`src/rtl/irq_pend_ctrl.sv`:
```
// irq_pend_ctrl -- request capture ahead of the 8-to-3 priority encoder.
//
// Each of the eight request lines is synchronised, turned into an event
// (rising edge or level), and latched as a sticky pending bit. The masked
// pending vector is registered onto d_out for the encoder. An ack naming
// the encoder's index clears that pending bit. Overrun flags record events
// lost because their line was already pending.
//
// Build option:
//   IRQ_EDGE_EN  defined   : edge-triggered events, overrun detection active
//                undefined : level-triggered events, ovf tied to 0, ovf_clr ignored
//
// Parameters:
//   SYNC_STAGES  input synchroniser depth, 1..3 (default 2)
//
// Ports:
//   clk        single clock, rising edge
//   rst_n      synchronous active-low reset
//   req_in     [7:0] asynchronous request lines (bit 7 highest priority)
//   mask_in    [7:0] per-line enable, 1 = visible to the encoder
//   d_out      [7:0] registered masked pending vector (encoder d_in)
//   irq_valid  registered OR of d_out
//   a_in       [2:0] index from the encoder's a_out
//   ack        acknowledge for index a_in
//   pend_out   [7:0] raw pending register, unmasked
//   ovf        [7:0] sticky overrun flags
//   ovf_clr    clears all ovf bits

// One request line: synchroniser, event detect, pending bit, overrun flag.
module irq_pend_lane #(
  parameter int SYNC_STAGES = 2
) (
  input  logic clk,
  input  logic rst_n,
  input  logic req,
  input  logic clr,
  input  logic ovf_clr,
  output logic pend,
  output logic pend_n,
  output logic ovf
);

  logic [SYNC_STAGES-1:0] sync;
  logic                   s;
  logic                   evt;

  always_ff @(posedge clk) begin
    if (!rst_n) begin
      sync <= '0;
    end else begin
      sync[0] <= req;
      for (int j = 1; j < SYNC_STAGES; j++) sync[j] <= sync[j-1];
    end
  end

  assign s = sync[SYNC_STAGES-1];

`ifdef IRQ_EDGE_EN
  logic s_d;

  // s_d resets low, so a line held high across reset release gives one event.
  always_ff @(posedge clk) begin
    if (!rst_n) s_d <= 1'b0;
    else        s_d <= s;
  end

  assign evt = s & ~s_d;

  // A fresh overrun takes priority over a clear in the same cycle.
  always_ff @(posedge clk) begin
    if (!rst_n)                   ovf <= 1'b0;
    else if (evt & pend & ~clr)   ovf <= 1'b1;
    else if (ovf_clr)             ovf <= 1'b0;
  end
`else
  logic ovf_clr_unused;

  assign evt            = s;
  assign ovf            = 1'b0;
  assign ovf_clr_unused = ovf_clr;
`endif

  // Set beats clear when both land on the same edge.
  assign pend_n = evt | (pend & ~clr);

  always_ff @(posedge clk) begin
    if (!rst_n) pend <= 1'b0;
    else        pend <= pend_n;
  end

endmodule

module irq_pend_ctrl #(
  parameter int SYNC_STAGES = 2
) (
  input  logic       clk,
  input  logic       rst_n,
  input  logic [7:0] req_in,
  input  logic [7:0] mask_in,
  output logic [7:0] d_out,
  output logic       irq_valid,
  input  logic [2:0] a_in,
  input  logic       ack,
  output logic [7:0] pend_out,
  output logic [7:0] ovf,
  input  logic       ovf_clr
);

  localparam int NUM_LANES = 8;

  logic [NUM_LANES-1:0] clr;
  logic [NUM_LANES-1:0] pend;
  logic [NUM_LANES-1:0] pend_n;
  logic [NUM_LANES-1:0] masked_n;

  // Only a bit the encoder can actually be presenting may be cleared; acks
  // naming an idle or hidden line fall through harmlessly.
  for (genvar i = 0; i < NUM_LANES; i++) begin : g_lane
    assign clr[i] = ack & irq_valid & d_out[i] & (a_in == 3'(i));

    irq_pend_lane #(.SYNC_STAGES(SYNC_STAGES)) u_lane (
      .clk     (clk),
      .rst_n   (rst_n),
      .req     (req_in[i]),
      .clr     (clr[i]),
      .ovf_clr (ovf_clr),
      .pend    (pend[i]),
      .pend_n  (pend_n[i]),
      .ovf     (ovf[i])
    );
  end

  // Built from next-state pending so d_out and pend_out move on the same
  // edge and d_out never shows an already-serviced bit.
  assign masked_n = pend_n & mask_in;

  always_ff @(posedge clk) begin
    if (!rst_n) begin
      d_out     <= '0;
      irq_valid <= 1'b0;
    end else begin
      d_out     <= masked_n;
      irq_valid <= |masked_n;
    end
  end

  assign pend_out = pend;

endmodule
```
`config.mk`:
```
export PLATFORM = sky130hd
export DESIGN_NAME = irq_pend_ctrl
export DESIGN_NICKNAME = d
export VERILOG_FILES = /design/src/rtl/irq_pend_ctrl.sv
export SDC_FILE = /design/constraint.sdc
export NUM_CORES = 1
export LEC_CHECK = 0
export CAP_MARGIN = 20
export CORE_MARGIN = 4
export CORE_UTILIZATION = 46
export CTS_BUF_LIST = sky130_fd_sc_hd__clkbuf_2 sky130_fd_sc_hd__clkbuf_4 sky130_fd_sc_hd__clkbuf_8
export DETAILED_ROUTE_END_ITERATION = 16
export GPL_TIMING_DRIVEN = 1
export PLACE_DENSITY_LB_ADDON = 0.1
export SYNTH_ARGS = -nofsm -noshare
export SYNTH_HDL_FRONTEND = slang
export SYNTH_HIERARCHICAL = 1
export SYNTH_SLANG_ARGS = --single-unit
```
`constraint.sdc`:
```
create_clock -name clk -period 2.6 [get_ports clk]
set_input_delay 0.26 -clock clk [delete_from_list [all_inputs] [get_ports clk]]
set_output_delay 0.26 -clock clk [all_outputs]
set_load 0.01 [all_outputs]
```
==> results of run 1 <==
[worst max path at each step]
stage                          from                   end  slack (ns)  cells after the start
6_report                        ack  irq_valid$_SDFF_PN0_        0.79                      9
5_1_grt                         ack  irq_valid$_SDFF_PN0_        0.66                      9
4_1_cts                         ack  irq_valid$_SDFF_PN0_        0.80                      9
3_5_place_dp                    ack  irq_valid$_SDFF_PN0_        0.46                      9
3_3_place_gp                    ack  irq_valid$_SDFF_PN0_        0.47                      9
2_1_floorplan  irq_valid$_SDFF_PN0_  irq_valid$_SDFF_PN0_        0.98                      7
[state kept, by name (all words and copies together), names as in the netlist]
signal / count
g_lane.u_lane/pend: 8
irq_valid: 1
d_out: 8
g_lane.u_lane/sync: 16
[final cells by class]
type | count | area, um^2 | share of cell area
well taps | 30 | 37.54 | 0.02237
repair buffers | 38 | 380.4 | 0.2267
multi-input cells | 75 | 540.5 | 0.3221
clock buffers | 7 | 58.81 | 0.03505
flip-flops and latches | 33 | 660.6 | 0.3937
[critical path: cells and delay by family]
family / cells / cell delay, ns
simple gates: 5 / 0.77
compound gates: 3 / 0.51
buf+inv: 1 / 0.48
[metrics by stage]
step	hold WS, ns	util	area [um^2]
after floorplan	0.3775	-	1261
after global placement	0.4144	0.6362	1619
after detailed placement	0.4227	0.6362	1619
after CTS	0.4435	0.6593	1678
after global routing	0.4637	0.6593	1678
final	0.4384	0.6593	1678
[power by group]
part / switching (mW) / internal, mW / total [mW]
logic: 0.0473 / 0.0803 / 0.128
clock network: 0.153 / 0.138 / 0.291
registers: 0.00985 / 0.529 / 0.539
total: 0.210 / 0.747 / 0.957
[placed cells by master, fill, tap and decap left out, types with 6 or more instances in the layout]
master	count
and2_1	16
and3_1	15
clkbuf_4	6
clkdlybuf4s50_1	38
conb_1	8
dfxtp_1	33
nor2b_4	8
o21a_1	8
or2_1	8
[kinds of logic (layout without fill, tap and decap cells)]
group                  Yosys count  count (layout)  synth area share
flip-flops                      33              33            0.5238
other                            8               8           0.02381
buffers and inverters            8              45           0.04762
AND/OR/NAND/NOR                 54              54            0.3135
AO/OA/AOI/OAI                   13              13           0.09128
[metal layers]
metal	track usage	wire length (um)
met5	0	0
met4	0.05696	15
met3	0.06809	208
met2	0.2407	1138
met1	0.1558	980
==> flow_summary.yaml, run 1 <==
power_and_ir_drop:
  total_power_mw: 0.9571
  ir_drop_v: 0.0004255
  p_leak_nw: 0.7344
  powerDensity_nw_per_um2: 570.4
synthesis:
  yosysMostFrequentCell: "dfxtp_1"
  seq_area_frac_synth: 0.5238
  synth_common_cells: "dfxtp_1 (33), and2_1 (16), and3_1 (15)"
  ys_warn_count: 6
  syn_area_per_cell_um2: 10.87
  ys.flop_type: "dfxtp_1"
  syn-num-nets: 139
  netlist_area_um2: 1261
  synth.area.top_cells: "dfxtp_1 (52%), nor2b_4 (8.7%), and2_1 (7.9%)"
  synth-seq-cells: 33
  synth_edf_count: 0
  yosysUniqueCellTypes: 15
  syn_inst: 116
  yosysTopAreaCellShare: 0.5238
  async_reset_ff_frac: 0
  synth_top_cell_by_area: "dfxtp_1"
worst_setup_path:
  rr_startpoint: "irq_valid$_SDFF_PN0_"
  critPathRequiredTime_ns: 2.81
  reg2regPathDepth: 8
  crit_path_top_delay_cell: "clkdlybuf4s50_1"
  slowest_delay_ns: 0.48
  worstSetupPathType: "in2reg"
  worstPathCellList: "clkdlybuf4s50_1 > nand2_1 > nor2_1 > and3_1 > nor2b_4 > or2_1 > a22o_1 > a221oi_2 > a21boi_1"
  critPathMaxFanout: 4
  worstSetupEndpointType: "flip-flop"
  crit_arrival_ns: 2.02
  start_kind: "input pin"
  r2r_setup_slack_ns: 0.87
  r2r_end: "irq_valid$_SDFF_PN0_"
flow_run:
  cap_violations: 0
clock_tree:
  ctsLongestPathBuffers: 2
  holdBufCountCts: 0
  htree_num_levels: 2
  cts_sinks: 33
  insertion_delay_ns: 0.32
  clockRootBuffer: "clkbuf_4"
  cts_resized: 0
  post-cts-setup-buffer-count: 0
  cts_tree: "built"
  cts-buffers-inserted: 5
  path_clk_slew_ns: 0.09
cells_and_area:
  drive_gt1_frac: 0.1111
  design.final.nets: 176
  stdcell_count: 183
  antenna_cells: 0
  area_growth_pct: 33.04
  n_fill_cell: 229
placed_design:
  dpl_worst_slack_ns: 0.4565
  dp_cells: 176
  place_hpwl_um: 1794
  io_buffers: 38
  place.gp.congestion: 0.6607
grt:
  first_global_vias: 894
  grtUsageTotal: 0.1433
  grt_pass1_wl_um: 3719
  grt_max_degree: 34
  grt_overflow: 0
  antenna_found_initial: 0
min_path:
  min_from: "g_lane[7].u_lane/sync[0]$_SDFF_PN0_"
  min_path_type: "reg2reg"
  whs_endpoint: "g_lane[7].u_lane/sync[1]$_SDFF_PN0_"
  worstHoldPathCells: 1
sta:
  clock_skew_ns: 0.004906
  hold_viol: 0
  setup_viol: 0
  finalCritPeriodShare: 0.6963
  finalWorstSetupSlack_ns: 0.7896
  tightestPinTransition_ns: 0.8771
  max_clock_freq_mhz: 552.4
  setup_tns_ns: 0
  slew_viol_final: 0
  slew_headroom: 0.4134
  rsz0062_at_grt: "false"
  period_needed_ns: 1.810
floorplanning:
  initial_core_util: 0.4956
  die_area_um2: 3643
  coreArea_um2: 2545
  rows: 18
  die_w_um: 60.36
  die_height_um: 60.36
  io_pins: 48
route:
  wl_per_cell_um: 12.80
  detail_route.vias_per_cell: 4.776
  dr.pass1.iters: 4
  routed_wl_um: 2343
  drt-initial-drc-count: 20
  drc: 0
  ant_nets: 0
  dr_total_vias: 874
outcome:
  status: "finished clean"
Note: power is estimated with default switching activity, not from simulation.
==> run 2: changes to the inputs <==
--- a/config.mk
+++ b/config.mk
@@ -7,7 +7,7 @@
 export LEC_CHECK = 0
 export CAP_MARGIN = 20
 export CORE_MARGIN = 4
-export CORE_UTILIZATION = 46
+export CORE_UTILIZATION = 40
 export CTS_BUF_LIST = sky130_fd_sc_hd__clkbuf_2 sky130_fd_sc_hd__clkbuf_4 sky130_fd_sc_hd__clkbuf_8
 export DETAILED_ROUTE_END_ITERATION = 16
 export GPL_TIMING_DRIVEN = 1
==> constraint.sdc (replaced) <==
create_clock -name clk -period 1.48 [get_ports clk]
set_input_delay 0.148 -clock clk [delete_from_list [all_inputs] [get_ports clk]]
set_output_delay 0.148 -clock clk [all_outputs]
set_load 0.01 [all_outputs]
==> run 2 against run 1 <==
Against the previous run: non-clock buffer count rose by 7; clock power rose by 75%; utilization fell by 6.5 points; sequential share of layout area fell by 2.6 points; critical endpoint unchanged; the flow now finishes with violations (setup timing).
==> flow_summary.yaml, run 2 (synthesis gave the netlist of run 1 again) <==
worst_setup_path:
  crit_path_top_delay_cell: "dfxtp_2"
  critPathMaxFanout: 4
  worstPathCellList: "and3_4 > and4_4 > nor2b_4 > or2_1 > a22o_1 > a221oi_2 > a21boi_1"
  worstSetupEndpointType: "flip-flop"
  worstSetupPathType: "reg2reg"
  crit_family: "simple AND/OR/NAND/NOR gates"
  start_kind: "flip-flop"
  slowest_delay_ns: 0.36
  critPathRequiredTime_ns: 1.69
  crit_arrival_ns: 1.86
  path_buf_inv: 0
placed_design:
  place.gp.congestion: 0.7441
  place_area_um2: 1713
  place_hpwl_um: 1739
  dp_cells: 197
  io_buffers: 38
clock_tree:
  insertion_delay_ns: 0.32
  htree_num_levels: 2
  holdBufCountCts: 0
  cts-buffers-inserted: 5
  clockRootBuffer: "clkbuf_4"
  ctsLongestPathBuffers: 2
  cts_tree: "built"
  cts_sinks: 33
  path_clk_slew_ns: 0.09
outcome:
  status: "complete, but fails checks"
  violations: "setup timing"
flow_run:
  cap_violations: 0
power_and_ir_drop:
  p_sw_frac: 0.2194
  comb_power_share: 0.146
  powerDensity_nw_per_um2: 947.9
  ir_drop_v: 0.0006050
  internal_power_mw: 1.332
  pwr-share-clk: 0.299
  p_leak_nw: 0.7940
  power_frac_seq: 0.556
  power_switching_mw: 0.3745
cells_and_area:
  n_fill_cell: 270
  drive_gt1_frac: 0.2000
  area_growth_pct: 42.76
  stdcell_count: 204
  design.final.nets: 183
  final_common_cell: "clkdlybuf4s50_1"
  antenna_cells: 0
  largest_reg_flops: 16
  layout_common_cells: "clkdlybuf4s50_1 (36), dfxtp_1 (32), and2_1 (16)"
  design_area_um2: 1800
  top_regs: "g_lane.u_lane/sync (16), d_out (8), g_lane.u_lane/pend (8)"
  regMostFlops: "g_lane.u_lane/sync"
route:
  detail_route.vias_per_cell: 4.392
  drc: 0
  ant_nets: 0
  routed_wl_um: 2302
  wl_per_cell_um: 11.28
  dr_total_vias: 896
  drt-initial-drc-count: 19
  dr.pass1.iters: 4
floorplanning:
  initial_core_util: 0.4165
  die_height_um: 64.15
  die_area_um2: 4115
  io_pins: 48
  rows: 20
  coreArea_um2: 3028
  die_w_um: 64.15
sta:
  hold_viol: 0
  finalWorstSetupSlack_ns: -0.1700
  max_clock_freq_mhz: 606.0
  finalCritPeriodShare: 1.115
  rsz0062_at_grt: "true"
  clock_skew_ns: 0.003556
  setup_viol: 1
  slew_viol_final: 0
  period_needed_ns: 1.650
min_path:
  min_path_type: "in2reg"
grt:
  grt_max_degree: 34
  grt_pass1_wl_um: 3657
  first_global_vias: 865
  grtUsageTotal: 0.1169
  antenna_found_initial: 0
  grt_overflow: 0
## run 2: cell types whose count changed in the layout (fill, tap and decap cells not counted), sizes merged
cell           before  now
clkdlybuf4s50      38   36
buf                 0    7
dlymetal6s2s        0    2
## run 2: routing by layer
metal / vias to the layer above / GRT usage / wire length, um
met2: 31 / 0.1961 / 1097
met3: 5 / 0.03866 / 181
met4: 0 / 0.07124 / 48
met1: 407 / 0.1265 / 974
li1: 453 / - / -
met5: - / 0 / 0
## run 2: final timing paths
kind,startpoint,endpoint,slack [ns],depth (start not counted)
setup / recovery,irq_valid$_SDFF_PN0_,irq_valid$_SDFF_PN0_,-0.17,7
hold reg to reg,g_lane[6].u_lane/sync[0]$_SDFF_PN0_,g_lane[6].u_lane/sync[1]$_SDFF_PN0_,0.44,1
setup reg to reg,irq_valid$_SDFF_PN0_,irq_valid$_SDFF_PN0_,-0.17,7
hold / removal,req_in[1],g_lane[1].u_lane/sync[0]$_SDFF_PN0_,0.38,2
## run 2: timing repair
item	4_1_cts	5_1_grt
cloned	0	0
endpoints found under the setup margin	1	5
gates resized for setup	0	9
buffers inserted	0	0
pin swaps	1	8
## run 2: power by group through the flow
stage	clock, mW	sequential (mW)	combinational, mW
floorplan	0	0.976	0.107
detailed placement	0	0.969	0.248
CTS	0.531	0.949	0.249
global placement	0	0.968	0.245
finish	0.509	0.948	0.249
global route	0.557	0.954	0.271
## run 2: cell type report
class | instances | area (um^2) | share of cell area
clock buffers | 7 | 58.81 | 0.03266
well taps | 44 | 55.05 | 0.03058
flip-flops and latches | 33 | 661.9 | 0.3676
repair buffers | 45 | 454.2 | 0.2523
multi-input cells | 75 | 570.5 | 0.3169
## run 2: through the flow
stage	total power, mW	hold slack, ns	TNS, ns	setup slack [ns]	util
2_1_floorplan	1.082	0.2655	-0.06324	-0.06324	-
3_3_place_gp	1.213	0.4157	-2.246	-0.4798	0.5657
3_5_place_dp	1.217	0.4203	-2.323	-0.5056	0.5657
4_1_cts	1.729	0.3620	-0.1851	-0.1851	0.5851
5_1_grt	1.783	0.3702	-0.2834	-0.2609	0.5946
6_report	1.707	0.3778	-0.1700	-0.1700	0.5946
==> edit (settings of run 2) <==
The option `IRQ_EDGE_EN` is turned on by a define.
--- a/src/rtl/irq_pend_ctrl.sv
+++ b/src/rtl/irq_pend_ctrl.sv
@@ -27,6 +27,8 @@
 //   ovf_clr    clears all ovf bits
 
 // One request line: synchroniser, event detect, pending bit, overrun flag.
+`define IRQ_EDGE_EN
+
 module irq_pend_lane #(
   parameter int SYNC_STAGES = 2
 ) (
Function: changed (Yosys sat finds a counterexample within 10 cycles, from zero or initial values and one cycle with rst_n low).
==> edit against run 2 <==
Sequential cell count grew 16; critical path depth is the same; total power grew 44%; sequential share of layout area grew 2.9 points; critical path type unchanged; area after synthesis grew 37%; largest cell class unchanged; global-route usage grew 3.1 points; the run still ends with setup timing left; wire length grew 65%; cell area grew 38%; setup slack gained 110 ps; worst hold slack gained 42 ps; maximum frequency grew 7.3%; clock skew grew 2.1 ps; largest power group unchanged.
==> edit: results (changes against run 2) <==
- Outcome: complete, but fails checks
- Violated checks: setup timing
- RePlAce Congestion: 0.767 (+3.1%)
- Post-synthesis sequential area ratio: 0.570 (+0.0460)
- Worst skew pair latency: 300 ps (-20 ps)
- CP Max Fanout: 4 (unchanged)
- WL final: 3800 um (+65%)
- Max IR drop VDD: 0.000571 V (-5.6%)
- Final Skew: 5.69 ps (+2.13 ps)
- First-pass GRT wire length: 6010 um (+64%)
- Post-synthesis mux area share: 0 (unchanged)
- Max clock buf depth: 2 (unchanged)
- Top reg by flops: g_lane.u_lane/sync
- Worst hold margin: 420 ps (+42.4 ps)
- Worst EP arrival: 1720 ps (-140 ps)
- Hold Crit Start: req_in[5]
- Root Driver: clkbuf_8
- Slew @ Worst Pin: 223 ps
- Worst reg-to-reg path cell count: 7 (unchanged)
- Post-synthesis xor/xnor area fraction: 0 (unchanged)
- Number of I/O port buffers: 47 (+24%)
- Finish-stage setup viols: 1 (unchanged)
- Area contributors post-synth: dfxtp_1 (57%), and2_1 (8.7%), and4bb_1 (5.8%)
- Layout cells sized above 1: 0.156 (-0.0440)
- Nets: 240 (+31%)
- Post-DP HPWL: 2780 um (+60%)
- Post-synthesis adder-cell area fraction: 0 (unchanged)
- Synth unique cells: 13 (-2)
- Compound-Gate Fraction of Synth Area: 0.102 (+0.0105)
- Initial antenna violation count: 0 (unchanged)
- Syn nets: 179 (+29%)
- Hold Path Sink: g_lane[5].u_lane/sync[0]
- GRT Overall Usage: 0.148 (+0.0308)
- DR vias: 1315 (+47%)
- DRT iter0 DRCs: 36 (+17)
- Pin count of the biggest net entering global routing: 27 (-21%)
- P_leak: 1.04 nW (+31%)
- Setup ws final: -57.9 ps (+112 ps)
- Filler Cell Count: 349 (+29%)
- Synth top cells by count: dfxtp_1 (49), and2_1 (24), nand2b_1 (16)
==> edit: cell count changes after synthesis, sizes merged <==
cell / before / now
conb: 8 / 0
and4bb: 0 / 8
and2: 16 / 24
a21boi: 1 / 9
nand2b: 0 / 16
nand2: 1 / 9
buf: 8 / 0
dfxtp: 33 / 49
or2: 8 / 0
==> edit: cells by family (layout without fill, tap and decap cells) <==
group,Yosys count,in the layout
AOI/OAI and AO/OA,21,21
buffers and inverters,0,62
DFF,49,49
and+or+nand+nor,86,86
==> edit: what timing repair did <==
action | 4_1_cts | 5_1_grt
gates resized for setup | 17 | 2
cloned | 0 | 0
endpoints found under the setup margin | 1 | 1
endpoints found under the hold margin | 0 | 0
buffers inserted | 3 | 0
pin swaps | 7 | 3
==> edit: where the power goes <==
part	total, mW	switching (mW)	internal [mW]
Combinational	0.264	0.104	0.160
Clock	0.791	0.400	0.391
Sequential	1.40	0.0307	1.37
Total	2.45	0.535	1.92
==> edit: final cells by class <==
| cell class | count | area (um2) | area share |
|---|---|---|---|
| sequential | 49 | 982 | 0.397 |
| multi-input combinational | 107 | 821 | 0.331 |
| timing repair buffer | 54 | 519 | 0.210 |
| clock buffer | 8 | 91.3 | 0.0369 |
| tap | 50 | 62.6 | 0.0253 |
==> edit: worst max-delay path, delay by kind of cell (launching register included) <==
| family | cells | cell delay [ps] |
|---|---|---|
| and+or+nand+nor | 4 | 570 |
| DFF | 1 | 350 |
| AOI/OAI and AO/OA | 3 | 500 |
==> edit: through the flow <==
stage               total power, mW  setup WS, ps  instance area, um2  setup TNS [ps]  std cells
floorplan                      1.51          23.8                1730               0        156
global placement               1.67          -502                2290           -2110        257
detailed placement             1.67          -526                2290           -2400        257
CTS                            2.49         -63.4                2470           -63.4        268
global route                   2.56          -153                2480            -153        268
finish                         2.45         -57.9                2480           -57.9        268
==> edit: how the worst max path moves through the flow <==
| stage | endpoint | slack, ps | depth (start not counted) | from |
|---|---|---|---|---|
| detailed placement | irq_valid | -530 | 9 | ack |
| finish | irq_valid | -60 | 7 | irq_valid |
| global route | irq_valid | -150 | 8 | irq_valid |
| floorplan | irq_valid | 20 | 7 | irq_valid |
| CTS | irq_valid | -60 | 8 | irq_valid |
| global placement | irq_valid | -500 | 9 | ack |
==> edit: metal layers <==
layer	GRT usage	vias to the layer above	part of all wire
li1	-	656	-
met1	0.179	611	0.43
met2	0.236	41	0.48
met3	0.0534	7	0.063
met4	0.0604	0	0.020
met5	0	-	0
